## config.mk

```make
export PLATFORM = sky130hd
export DESIGN_NAME = vector_index_encoder
export DESIGN_NICKNAME = d
export VERILOG_FILES = /design/src/rtl/encoder_pkg.sv /design/src/rtl/lsb_priority_encoder.sv /design/src/rtl/vector_index_encoder.sv
export SDC_FILE = /design/constraint.sdc
export NUM_CORES = 1
export LEC_CHECK = 0
export ABC_AREA = 1
export CAP_MARGIN = 10
export CORE_UTILIZATION = 32
export CTS_CLUSTER_DIAMETER = 50
export DETAILED_ROUTE_END_ITERATION = 7
export PLACE_DENSITY = 0.66
export SLEW_MARGIN = 20
export SYNTH_ARGS = -nofsm -noshare
export SYNTH_HDL_FRONTEND = slang
export SYNTH_SLANG_ARGS = --single-unit
```

## constraint.sdc

```tcl
create_clock -name clk -period 1.8 [get_ports clk]
set_clock_uncertainty 0.15 [all_clocks]
set_input_delay 0.36 -clock clk [delete_from_list [all_inputs] [get_ports clk]]
set_output_delay 0.36 -clock clk [all_outputs]
set_load 0.1 [all_outputs]
```

## src/rtl/encoder_pkg.sv

```systemverilog
// Shared definitions for the index encoder/decoder family:
// FSM state encoding and the index-width helper.
package encoder_pkg;

  typedef enum logic {
    IDLE = 1'b0,
    EMIT = 1'b1
  } state_e;

  // Index width for an N-entry vector; never narrower than one bit.
  function automatic int unsigned idx_width(input int unsigned n);
    return (n < 32'd2) ? 32'd1 : $clog2(n);
  endfunction

endpackage

```

## src/rtl/lsb_priority_encoder.sv

```systemverilog
// Combinational lowest-set-bit encoder with any/single flags.
module lsb_priority_encoder
  import encoder_pkg::*;
#(
  parameter int unsigned N = 8,
  localparam int unsigned W = idx_width(N)
) (
  input  logic [N-1:0] i_vec,
  output logic [W-1:0] o_idx,
  output logic         o_any,
  output logic         o_single
);

  logic [N-1:0] w_vec_minus1;

  assign w_vec_minus1 = i_vec - {{(N-1){1'b0}}, 1'b1};

  // Scan from the top so the lowest set bit wins the final assignment.
  always_comb begin
    o_idx = {W{1'b0}};
    for (int i = N - 1; i >= 0; i--) begin
      o_idx = i_vec[i] ? W'(i) : o_idx;
    end
  end

  assign o_any    = |i_vec;
  assign o_single = o_any && ((i_vec & w_vec_minus1) == {N{1'b0}});

endmodule

```

## src/rtl/vector_index_encoder.sv

```systemverilog
// Serializes a latched request vector into ascending binary indices over a
// valid/ready link, accepting the next vector on the final handshake.
module vector_index_encoder
  import encoder_pkg::*;
#(
  parameter int unsigned N = 8,
  localparam int unsigned W = idx_width(N)
) (
  input  logic         clk,
  input  logic         rst_n,
  input  logic         in_valid,
  output logic         in_ready,
  input  logic [N-1:0] in_vec,
  output logic         out_valid,
  input  logic         out_ready,
  output logic [W-1:0] out_idx,
  output logic         out_last,
  output logic         zero_drop
);

  state_e       r_state;
  state_e       w_state_nxt;
  logic [N-1:0] r_pending;
  logic [N-1:0] w_pending_nxt;
  logic [N-1:0] w_pending_cleared;
  logic         r_zero_drop;
  logic         w_zero_drop_nxt;
  logic [W-1:0] w_idx;
  logic         w_any;
  logic         w_single;
  logic         w_in_fire;
  logic         w_out_fire;
  logic         w_emit;

  lsb_priority_encoder #(.N(N)) u_lsb_enc (
    .i_vec    (r_pending),
    .o_idx    (w_idx),
    .o_any    (w_any),
    .o_single (w_single)
  );

  assign w_emit            = (r_state == EMIT);
  assign w_pending_cleared = r_pending & (r_pending - {{(N-1){1'b0}}, 1'b1});

  assign out_valid  = w_emit && w_any;
  assign out_idx    = w_emit ? w_idx : {W{1'b0}};
  assign out_last   = w_emit && w_single;
  assign in_ready   = w_emit ? (out_ready && w_single) : 1'b1;
  assign zero_drop  = r_zero_drop;
  assign w_in_fire  = in_valid && in_ready;
  assign w_out_fire = out_valid && out_ready;

  // Next-state, pending update and zero-drop detection.
  always_comb begin
    w_state_nxt     = r_state;
    w_pending_nxt   = r_pending;
    w_zero_drop_nxt = 1'b0;
    case (r_state)
      IDLE: begin
        if (w_in_fire) begin
          if (in_vec != {N{1'b0}}) begin
            w_pending_nxt = in_vec;
            w_state_nxt   = EMIT;
          end else begin
            w_zero_drop_nxt = 1'b1;
          end
        end else begin
          w_state_nxt = IDLE;
        end
      end
      EMIT: begin
        if (w_out_fire && w_single) begin
          // Final index: reload from a concurrently accepted vector if any.
          if (w_in_fire && (in_vec != {N{1'b0}})) begin
            w_pending_nxt = in_vec;
            w_state_nxt   = EMIT;
          end else begin
            w_pending_nxt   = {N{1'b0}};
            w_state_nxt     = IDLE;
            w_zero_drop_nxt = w_in_fire;
          end
        end else if (w_out_fire) begin
          w_pending_nxt = w_pending_cleared;
        end else begin
          w_pending_nxt = r_pending;
        end
      end
      default: begin
        w_state_nxt   = IDLE;
        w_pending_nxt = {N{1'b0}};
      end
    endcase
  end

  // State, pending vector and zero-drop pulse registers.
  always_ff @(posedge clk or negedge rst_n) begin
    if (!rst_n) begin
      r_state     <= IDLE;
      r_pending   <= {N{1'b0}};
      r_zero_drop <= 1'b0;
    end else begin
      r_state     <= w_state_nxt;
      r_pending   <= w_pending_nxt;
      r_zero_drop <= w_zero_drop_nxt;
    end
  end

endmodule

```

Word level (Yosys, flattened, before mapping). Cells that the tools add are included.

Add/subtract/negate cells: 1. Eq/ne operators: 3. Multiplexer cells: 26. Bitwise gates (word level): 2. Reductions and logical operators: 12.

Operator list (number): $mux W8 (5); $mux W3 (9); $pmux W8 S2 (1); $mux W1 (9); $and A8 B8 Y8 (1); $logic_and A1 B1 Y1 (8); $logic_not A8 Y1 (1); $reduce_bool A8 Y1 (1); $reduce_or A8 Y1 (1); $sub A8 B1 Y8 const B (1); $ne A2 B2 Y1 const B (2); $pmux W1 S2 (2); $ne A3 B1 Y1 const B (1); $reduce_and A3 Y1 (1); $not A1 Y1 (1).

Register bits after elaboration: 10. Bits of input ports: 12. Output and inout port bits: 7. Word-level logic and storage cells: 47.

Logic depth before layout (Yosys ltp).
Depth after elaboration: 11. Mapped depth: 12. Mapped depth without buffers: 12.

By module. From an unflattened synthesis, not the netlist that was laid out.

Cell total of the unflattened synthesis: 147. Area total of the unflattened synthesis: 885.8 um2.

Modules (own cells, without submodules): vector_index_encoder (instances 1, cells an instance 110, area an instance 708.2 um2, seq. area each 250.2 um2); lsb_priority_encoder (instances 1, cells an instance 37, area an instance 177.7 um2, seq. area each 0.0 um2).

Least setup slack after synthesis. Ideal clock, no wire load.

Path type: register to output. Start point: register r_pending[4]. End point: output port out_idx[1]. Arrival: 2.821 ns. Data required time: 1.290 ns. Slack: -1.531 ns. Cell stages (with the launch flop): 4. Buffers on the path: 0. Cells stage by stage: dfrtp_1 nor2_1 nand2_1 a211oi_1.

Word-level cells in the longest chain between the ends: 6.

RTL lines: start, declared (line vector_index_encoder.sv:23) `logic [N-1:0] r_pending;`; start signal, assigned (line vector_index_encoder.sv:99) `r_pending <= {N{1'b0}};`; start signal, assigned (line vector_index_encoder.sv:103) `r_pending <= w_pending_nxt;`; $mux W3 (5 in series) (line lsb_priority_encoder.sv:22) `o_idx = i_vec[i] ? W'(i) : o_idx;`; $mux W3 (line vector_index_encoder.sv:46) `assign out_idx = w_emit ? w_idx : {W{1'b0}};`; end, declared (line vector_index_encoder.sv:16) `output logic [W-1:0] out_idx,`.

No other way between the ends.

Worst setup path after layout.
Start point: register r_pending[0]. End point: output port out_last.

Word-level cells in the longest chain between the ends: 5. Elaborated cells between the ends (all ways): 6. Classes of those cells: add/sub: 1; bitwise: 1; reduce/logical: 4.

RTL lines: $sub A8 B1 Y8 (line lsb_priority_encoder.sv:16) `assign w_vec_minus1 = i_vec - {{(N-1){1'b0}}, 1'b1};`; $and A8 B8 Y8 (line lsb_priority_encoder.sv:27) `assign o_single = o_any && ((i_vec & w_vec_minus1) == {N{1'b0}});`; $logic_not A8 Y1 (line lsb_priority_encoder.sv:27); $logic_and A1 B1 Y1 * (line lsb_priority_encoder.sv:27); $logic_and A1 B1 Y1 * (line vector_index_encoder.sv:47) `assign out_last = w_emit && w_single;`; end, declared (line vector_index_encoder.sv:17) `output logic out_last,`.

Every way passes the cells marked *; elsewhere a longest branch is shown, timed or not.

==> results.ini <==
[place]
gp_congestion=0.857
placedCellCount=189
hpwlAfterDp_um=1740
placed_cell_area_um2=1390
port_buffers=18

[logic_synthesis]
netlist_area_um2=822
synth_seq_cells=10
syn-num-nets=124
ys_warn_count=0
syn_inst=112
ys_seq_area_share_pct=30.4
synth_area_per_cell_um2=7.34
yosysUniqueCellTypes=23

[cells_and_area]
design_area_um2=1550
final_core_util_pct=62.9
fillCellCount=217
stdcell_count=196
finalNetCount=180
mostFrequentLayoutCells=buf_4, nand2_2, nand2_1
layout-drive-gt1-share_pct=60.2
final_common_cell=buf_4
area_growth_pct=88.0
n_antenna_cell=0

[timing]
holdWs_ps=271
period_share_pct=125
relSlewSlack_pct=69.3
slew_violations=0
setup_violations=16
rsz0062_at_grt=yes
final_hold_viol_count=0
fmax_mhz=445
fin_crit_ps=2250
worst_slew_pin_slew_ps=460
worst_slack_ps=-449
setup_tns_ps=-3640

[power_and_ir_drop]
combPwrFrac_pct=80.6
cellPowerDensity_nw_per_um2=2000
clkPwrFrac_pct=4.8
switchingPower_w=0.00164
seqPwrFrac_pct=14.6
p_int_w=0.00145
p_leak_nw=0.705
sw_frac_of_total_pct=53.1
vdd.ir_drop.worst_uv=1530

[floorplanning]
die_height_um=52.7
die_w_um=52.7
start_util_pct=33.5
ios=19
fp.dieArea_um2=2780
coreArea_um2=2450
rows=18

[critical_path]
crit_path_end_kind=primary output
cp-start-kind=register
crit_type=register to primary output
worstPathArrival_ps=1740
path_cells=nor2_4 > nand3_2 > nand2_2 > inv_2 > nor2_4 > nand3_4 > nor2_4 > buf_12
crit_family=simple AND/OR/NAND/NOR gates
worstPathRequired_ps=1290
slowest_delay_ps=440
worst-path-buf-inv=2
cp_max_fo=4
cp_slowest_cell=dfrtp_2
path_common_cell=nor2_4

[detailed_routing]
wl_per_cell_um=12.2
drc=0
ant_nets=0
drt-pass1-iter-count=4
routed_wl_um=2380
via_count=939
drtIter0Drc=17
via_per_inst=4.79

[clock_tree]
clockRootBuffer=clkbuf_4
cts_tree=yes
clkSlewWorstSetupHoldPaths_ps=60
hold_buffers=0
cts_buffers=3
insertion_delay_ps=250
h-tree-depth=1
clock-sinks=10
clk_path_buf_depth=2

[global_route]
overflow=0
top_usage_layer=met2
antenna_found_initial=0
grt_max_degree=17
grt_pass1_wl_um=3870
met3_usage_pct=2.03
grt_pass1_vias=929
grtUsageMet2_pct=34.6
track_usage_pct=19.2
grt_use_met1_pct=22.3

[run]
cap_violations=0

[run_status]
violations=negative setup slack
status=finished with violations

[hold_path]
min_path_type=input port to async pin

[cell type report]
class / count / area, µm² / share of cell area (%)
flip-flops and latches: 10 / 254 / 16.4
inverters: 18 / 71.3 / 4.62
repair buffers: 53 / 547 / 35.4
clock buffers: 3 / 22.5 / 1.46
multi-input cells: 82 / 613 / 39.7
well taps: 30 / 37.5 / 2.43
[per-layer routing]
layer  up-vias  routed length, µm  part of all wire [%]
li1        469                  -                     -
met1       444                900                    38
met2        21               1350                    57
met3         5                 77                   3.2
met4         0                 57                   2.4
met5         -                  0                     0
[kinds of logic (layout without fill, tap and decap cells)]
logic type	after synthesis	in the layout	share of synthesized area, %
buffers and inverters	20	74	11.0
AOI/OAI and AO/OA	19	19	16.3
and+or+nand+nor	63	63	42.3
DFF	10	10	30.4
[per-stage QoR]
stage                     power (W)  setup slack (ps)
after global routing        0.00326              -514
after CTS                   0.00296              -376
final                       0.00310              -449
after floorplan             0.00186              -329
after global placement      0.00263              -280
after detailed placement    0.00267              -356
[cell usage after synthesis]
| cell | count | area, µm² |
|---|---|---|
| a211oi_1 | 1 | 7.51 |
| a21oi_1 | 2 | 10.0 |
| a21oi_2 | 8 | 70.1 |
| buf_6 | 2 | 22.5 |
| dfrtp_1 | 10 | 250 |
| inv_1 | 14 | 52.6 |
| inv_2 | 4 | 15.0 |
| nand2_1 | 21 | 78.8 |
| nand2_2 | 9 | 56.3 |
| nand2_4 | 1 | 11.3 |
| nand3_1 | 6 | 30.0 |
| nand3_2 | 1 | 10.0 |
| nand4_1 | 1 | 6.26 |
| nand4_2 | 2 | 25.0 |
| nor2_1 | 10 | 37.5 |
| nor2_2 | 4 | 25.0 |
| nor2_4 | 4 | 45.0 |
| nor3_1 | 2 | 10.0 |
| nor4_1 | 2 | 12.5 |
| o21a_2 | 1 | 8.76 |
| o21ai_0 | 1 | 5.00 |
| o21ai_1 | 5 | 25.0 |
| o21bai_1 | 1 | 7.51 |
[state kept, by name (all words and copies together), names as in the netlist]
| register | flops |
|---|---|
| r_pending | 8 |
| r_state | 1 |
| zero_drop | 1 |
[power groups by stage]
stage               registers, W  clock network (W)  logic, W
CTS                     0.000430           0.000150   0.00238
detailed placement      0.000424                  0   0.00224
global placement        0.000421                  0   0.00221
finish                  0.000452           0.000148   0.00249
global route            0.000461           0.000160   0.00264
floorplan               0.000437                  0   0.00142
[final timing paths]
check	from	end	slack (ps)	depth (start not counted)
min in group clk	r_pending[7]	r_pending[7]	480	2
max in group asynchronous	rst_n	r_state	890	1
worst min-delay path	rst_n	r_pending[2]	270	1
worst max-delay path	r_pending[0]	out_last	-450	8
worst min register to register	r_pending[7]	r_pending[7]	480	2
worst max register to register	r_pending[0]	r_pending[3]	-250	12
[repair_timing]
action                                 4_1_cts  5_1_grt
pin swaps                                    9        1
gates cloned                                 0        0
setup buffers                                3        1
endpoints found under the hold margin        0        0
gates resized for setup                     17       11
setup endpoints to repair                   15       16
(Power assumes the default switching activity.)
